`src/rtl/uart_line_conditioner_pkg.sv`:
```
// Shared word type and auto-baud definitions for the UART line conditioner.
package Types_pkg;
  typedef logic [31:0] word_t;
  localparam word_t WORD_MAX = 32'hFFFF_FFFF;
endpackage

package UART_pkg;
  import Types_pkg::*;

  typedef enum logic [2:0] {
    IDLE      = 3'd0,
    WAIT_IDLE = 3'd1,
    WAIT_FALL = 3'd2,
    MEASURE   = 3'd3,
    DONE      = 3'd4
  } autobaud_state_t;

  localparam word_t AUTOBAUD_COUNT_MAX = WORD_MAX;
endpackage

```
`src/rtl/uart_line_conditioner_sync_filter.sv`:
```
// Metastability synchroniser followed by a majority-free glitch filter:
// rx only moves once the whole sample window agrees.
module sync_filter #(
  parameter int SYNC_STAGES = 2,
  parameter int FILTER_LEN  = 3
) (
  input  logic clk,
  input  logic reset,
  input  logic rx_pin,
  output logic rx
);
  logic [SYNC_STAGES-1:0] sync_q;
  logic [FILTER_LEN-1:0]  win_q;
  logic [FILTER_LEN-1:0]  win_d;
  logic                   rx_q;
  logic                   rx_d;

  // The decision looks at the window including the sample being shifted in,
  // so a stable change reaches rx after SYNC_STAGES + FILTER_LEN edges.
  always_comb begin
    win_d    = win_q;
    win_d[0] = sync_q[SYNC_STAGES-1];
    for (int i = 1; i < FILTER_LEN; i++) begin
      win_d[i] = win_q[i-1];
    end
    rx_d = rx_q;
    if (&win_d) begin
      rx_d = 1'b1;
    end else if (~|win_d) begin
      rx_d = 1'b0;
    end
  end

  always_ff @(posedge clk or posedge reset) begin
    if (reset) begin
      sync_q <= '1;
      win_q  <= '1;
      rx_q   <= 1'b1;
    end else begin
      sync_q <= {sync_q[SYNC_STAGES-2:0], rx_pin};
      win_q  <= win_d;
      rx_q   <= rx_d;
    end
  end

  assign rx = rx_q;
endmodule

```
`src/rtl/uart_line_conditioner.sv`:
```
// UART pin conditioner: sync/filter, break detector and start-bit auto-baud.
// States: IDLE wait for start | WAIT_IDLE wait line high | WAIT_FALL wait start edge | MEASURE count low | DONE report
module uart_line_conditioner
  import Types_pkg::*;
  import UART_pkg::*;
#(
  parameter int    SYNC_STAGES      = 2,
  parameter int    FILTER_LEN       = 3,
  parameter int    MIN_BIT_CYCLES   = 4,
  parameter word_t DEFAULT_DIVISION = 32'd0
) (
  input  logic  clk,
  input  logic  reset,
  input  logic  rx_pin,
  output logic  rx,
  input  word_t break_threshold,
  output logic  break_detected,
  input  logic  autobaud_start,
  output logic  autobaud_busy,
  output logic  autobaud_done,
  output logic  autobaud_error,
  output word_t division
);
  autobaud_state_t state_q;
  word_t           count_q;
  word_t           division_q;
  word_t           brk_cnt_q;
  word_t           brk_cnt_d;
  logic            busy_q;
  logic            done_q;
  logic            error_q;

  sync_filter #(
    .SYNC_STAGES(SYNC_STAGES),
    .FILTER_LEN (FILTER_LEN)
  ) u_sync_filter (
    .clk   (clk),
    .reset (reset),
    .rx_pin(rx_pin),
    .rx    (rx)
  );

  // brk_cnt_d counts the current low cycle too, so the flag is up during the
  // threshold-th low cycle and falls in the very cycle rx returns high.
  always_comb begin
    brk_cnt_d = '0;
    if (!rx) begin
      brk_cnt_d = (brk_cnt_q == WORD_MAX) ? brk_cnt_q : brk_cnt_q + 32'd1;
    end
  end

  assign break_detected = (break_threshold != '0) && (brk_cnt_d >= break_threshold);

  always_ff @(posedge clk or posedge reset) begin
    if (reset) begin
      brk_cnt_q <= '0;
    end else begin
      brk_cnt_q <= brk_cnt_d;
    end
  end

  always_ff @(posedge clk or posedge reset) begin
    if (reset) begin
      state_q    <= IDLE;
      count_q    <= '0;
      division_q <= DEFAULT_DIVISION;
      busy_q     <= 1'b0;
      done_q     <= 1'b0;
      error_q    <= 1'b0;
    end else begin
      done_q <= 1'b0;
      case (state_q)
        IDLE: begin
          if (autobaud_start) begin
            state_q <= WAIT_IDLE;
            busy_q  <= 1'b1;
          end
        end
        WAIT_IDLE: begin
          if (rx) begin
            state_q <= WAIT_FALL;
          end
        end
        WAIT_FALL: begin
          if (!rx) begin
            count_q <= 32'd1;
            state_q <= MEASURE;
          end
        end
        MEASURE: begin
          if (rx) begin
            // UART spends division+1 clocks per bit, hence count-1
            if (count_q < word_t'(MIN_BIT_CYCLES)) begin
              error_q <= 1'b1;
            end else begin
              division_q <= count_q - 32'd1;
              error_q    <= 1'b0;
            end
            state_q <= DONE;
            busy_q  <= 1'b0;
            done_q  <= 1'b1;
          end else if (break_detected || (count_q == AUTOBAUD_COUNT_MAX)) begin
            error_q <= 1'b1;
            state_q <= DONE;
            busy_q  <= 1'b0;
            done_q  <= 1'b1;
          end else begin
            count_q <= count_q + 32'd1;
          end
        end
        DONE: begin
          state_q <= IDLE;
        end
        default: begin
          state_q <= IDLE;
          busy_q  <= 1'b0;
        end
      endcase
    end
  end

  assign autobaud_busy  = busy_q;
  assign autobaud_done  = done_q;
  assign autobaud_error = error_q;
  assign division       = division_q;
endmodule

```
`config.mk`:
```
export PLATFORM = sky130hd
export DESIGN_NAME = uart_line_conditioner
export DESIGN_NICKNAME = d
export VERILOG_FILES = /design/src/rtl/uart_line_conditioner_pkg.sv /design/src/rtl/uart_line_conditioner_sync_filter.sv /design/src/rtl/uart_line_conditioner.sv
export SDC_FILE = /design/constraint.sdc
export NUM_CORES = 1
export LEC_CHECK = 0
export BUFFER_PORTS_ARGS = -buffer_cell sky130_fd_sc_hd__clkbuf_2
export CELL_PAD_IN_SITES_DETAIL_PLACEMENT = 1
export CELL_PAD_IN_SITES_GLOBAL_PLACEMENT = 2
export CORE_UTILIZATION = 35
export CTS_CLUSTER_DIAMETER = 40
export DETAILED_ROUTE_END_ITERATION = 10
export PLACE_DENSITY = 0.89
export SKIP_CTS_REPAIR_TIMING = 1
export SLEW_MARGIN = 40
export SYNTH_ARGS = -nofsm -noshare
export SYNTH_HDL_FRONTEND = slang
export SYNTH_HIERARCHICAL = 1
export SYNTH_SLANG_ARGS = --single-unit
```
`constraint.sdc`:
```
create_clock -name clk -period 6.4 [get_ports clk]
set_input_delay 0.64 -clock clk [delete_from_list [all_inputs] [get_ports clk]]
set_output_delay 0.64 -clock clk [all_outputs]
set_load 0.01 [all_outputs]
```
==> results.sh <==
export IMPL_drive_above_1_share_pct=15.5
export IMPL_yosys_warnings=6
export IMPL_ys_types=58
export IMPL_reg2reg_to="count_q[31]"
export IMPL_die_h_um=139
export IMPL_yosys_top_cells_area="dfrtp_1, ha_1, xnor2_1"
export IMPL_worstPathArrival_ps=4670
export IMPL_power_per_cell_area_mw_per_mm2=354
export IMPL_design_area_mm2=0.00741
export IMPL_grt_overflow_total=0
export IMPL_synthFlopType="dfrtp_1"
export IMPL_clockRootBuffer="clkbuf_16"
export IMPL_drv_slew=0
export IMPL_hold_viol_final=0
export IMPL_cpMaxStageDelayCell="nor4_1"
export IMPL_synth_largest_area_cell="dfrtp_1"
export IMPL_grt_pass1_vias=5532
export IMPL_reg2reg_depth=18
export IMPL_yosysSeqAreaShare_pct=40.8
export IMPL_area_growth_pct=12.6
export IMPL_violations="DRC"
export IMPL_r2r_setup_slack_ps=1380
export IMPL_netlist_area_mm2=0.00659
export IMPL_crit_top_cell="nand4_1"
export IMPL_worst_slew_pin_slew_ps=625
export IMPL_drt_first_pass_iters=9
export IMPL_grt_first_pass_wirelength_um=27600
export IMPL_worst_path_max_fanout=25
export IMPL_cts_tree="done"
export IMPL_drt_iter0_drc=230
export IMPL_vias=5377
export IMPL_synth_cells=746
export IMPL_ys_ff_latch=107
export IMPL_clock_skew_ps=11.0
export IMPL_fmaxAchievable_mhz=188
export IMPL_core_mm2=0.0182
export IMPL_fin_ws_ps=1090
export IMPL_max_vdd_ir_drop_mv=0.160
export IMPL_finish_utilization_pct=40.7
export IMPL_placed_cell_area_mm2=0.00704
export IMPL_dieWidth_um=139
export IMPL_layout_common_cells="dfrtp_1, nand2_1, nor2_1"
export IMPL_leakage_nw=3.28
export IMPL_synth_top_area_share_pct=38.8
export IMPL_n_fill_cell=2158
export IMPL_initial_core_util_pct=36.2
export IMPL_cts_inserted_buffers=9
export IMPL_synthAdderAreaFrac_pct=6.65
export IMPL_synthMuxAreaShare_pct=0.836
export IMPL_synth_compound_area_share_pct=9.56
export IMPL_synth_async_sr_flop_share_pct=100
export IMPL_std_cell_rows=49
export IMPL_track_usage_pct=17.8
export IMPL_nets=857
export IMPL_dp_hpwl_um=12200
export IMPL_crit_path_max_incr_delay_ps=490
export IMPL_fin_tns_setup_ps=0
export IMPL_synth_edf_count=0
export IMPL_relSlewSlack_pct=58.3
export IMPL_viasPerCell=5.27
export IMPL_pin_count=73
export IMPL_routabilityCongestion=0.811
export IMPL_status="finished, violations left"
export IMPL_timing_rr_start="brk_cnt_q[12]"
export IMPL_synth_area_per_cell_um2=8.83
export IMPL_cp_num_buf_inv=2
export IMPL_synth_top_family_by_area="simple AND/OR/NAND/NOR gates"
export IMPL_grt_max_degree=65
export IMPL_wl_um=16400
export IMPL_rsz0062_at_grt="false"
export IMPL_fin_crit_ps=5310
export IMPL_clk_pin_slew_ps=80
export IMPL_hp_class="primary input to asynchronous set/reset pin"
export IMPL_cp_start_kind="flop"
export IMPL_io_buffers=72
export IMPL_required_ps=5760
export IMPL_syn_nets=817
export IMPL_synth_simple_gate_area_share_pct=26.6
export IMPL_fin_crit_sh_pct=83.0
export IMPL_worstPathCellList="and4_1 -> nand4_1 -> nor3_2 -> nand4_1 -> and4_1 -> nand4_1 -> xor2_1 -> nor2_1 -> ha_1 -> nand4_1 -> nor4_1 -> o2111ai_2 -> a31oi_2 -> buf_4 -> clkbuf_2"
export IMPL_dieArea_mm2=0.0194
export IMPL_cts_sinks=107
export IMPL_critical_path_depth=15
export IMPL_ant_nets=0
export IMPL_dp_slack_ps=1340
export IMPL_antennaDiodeCount=0
export IMPL_critPathKind="flop to primary output"
export IMPL_setup_viol=0
export IMPL_cap_violations=0
export IMPL_remaining_drc_errors=7
export IMPL_critPathLaunch="brk_cnt_q[12]"
export IMPL_final_common_cell="dfrtp_1"
export IMPL_synthXorXnorAreaFrac_pct=9.31
export IMPL_antenna_found_initial=0
export IMPL_htreeDepth=3
export IMPL_cts_buffer_depth=2
export IMPL_cp_end_kind="primary output"
export IMPL_path_delay_family="simple AND/OR/NAND/NOR gates"
export IMPL_post_drt_wl_per_cell_um=16.0
export IMPL_insertion_delay_ps=360
registers in the layout, indices dropped and copies added, names as in the netlist:
name and cells:
autobaud_busy 1, autobaud_done 1, autobaud_error 1, brk_cnt_q 32, count_q 32, division 32, state_q 3, u_sync_filter/rx 1
u_sync_filter/sync_q 2, u_sync_filter/win_q 2
worst max-delay path by stage:
| stage | end | slack, ps |
|---|---|---|
| 3_5_place_dp | count_q[31] | 1340 |
| 5_1_grt | break_detected | 600 |
| 2_1_floorplan | break_detected | 2020 |
| 6_report | break_detected | 1090 |
| 3_3_place_gp | count_q[29] | 1390 |
| 4_1_cts | break_detected | 970 |
cell usage after synthesis, types with 3 or more instances:
cell type and n:
dfrtp_1 102, nand2_1 81, nor2_1 74, xnor2_1 45, inv_1 43, ha_1 35, nand3_1 34, nor3_1 33
clkbuf_1 31, nand4_1 30, nor4_1 28, o21ai_0 26, xor2_1 25, a21oi_1 22, o21ai_1 15, buf_2 11
a21o_1 8, and4_1 8, or3_1 8, buf_6 7, and3_1 6, nor2b_1 6, dfstp_2 5, nand2b_1 5
and2_1 4, mux2i_1 4, or4_1 4, a31oi_1 3, nor4_2 3
area by class of cell:
class                      count  area (um2)  share of cell area (%)
clock buffer                   9         225                    3.04
clock inverter                 7         116                    1.57
inverter                      43         164                    2.21
multi-input combinational    547        3510                    47.3
sequential                   107        2680                    36.2
tap                          229         287                    3.87
timing repair buffer          78         429                    5.79
worst register-to-register path, cell delays in order (launching register included):
cell and delay, ps:
dfrtp_1 430, and4_1 270, nand4_1 190, nor3_2 400, nand4_1 350, nand4_1 380
nor3_1 100, xnor2_1 140, nor2_1 150, ha_1 280, a21oi_1 130, o21ai_0 130
a221oi_1 270, nor3b_1 280, a31oi_2 130, buf_4 240, or3_1 500, or4_1 510
o21ai_1 90
metal layers:
metal | vias up | wire length (um) | GRT usage [%]
met1 | 2634 | 7630 | 22.4
met3 | 11 | 430 | 3.00
met4 | 0 | 153 | 4.50
met2 | 62 | 8150 | 31.4
met5 | - | 0 | 0
li1 | 2670 | - | -
through the flow:
step                hold WS (ps)  cells  total power [mW]
floorplan                    345    746              1.75
global placement             346   1003              1.98
detailed placement           351   1003              2.01
CTS                          351   1019              2.65
global route                 355   1020              2.80
finish                       346   1020              2.62
logic make-up after synthesis:
group	count (synthesis)
flip-flops	107
adder cells (fa/ha/maj)	35
AND/OR/NAND/NOR	339
AO/OA/AOI/OAI	98
buffers and inverters	92
multiplexers	5
XOR/XNOR	70
power breakdown:
group | switching, mW | internal (mW) | leakage (nW)
clock network | 0.262 | 0.382 | 0.165
logic | 0.476 | 0.385 | 1.69
registers | 0.261 | 0.854 | 1.42
Power figures use the tool's default switching activity.
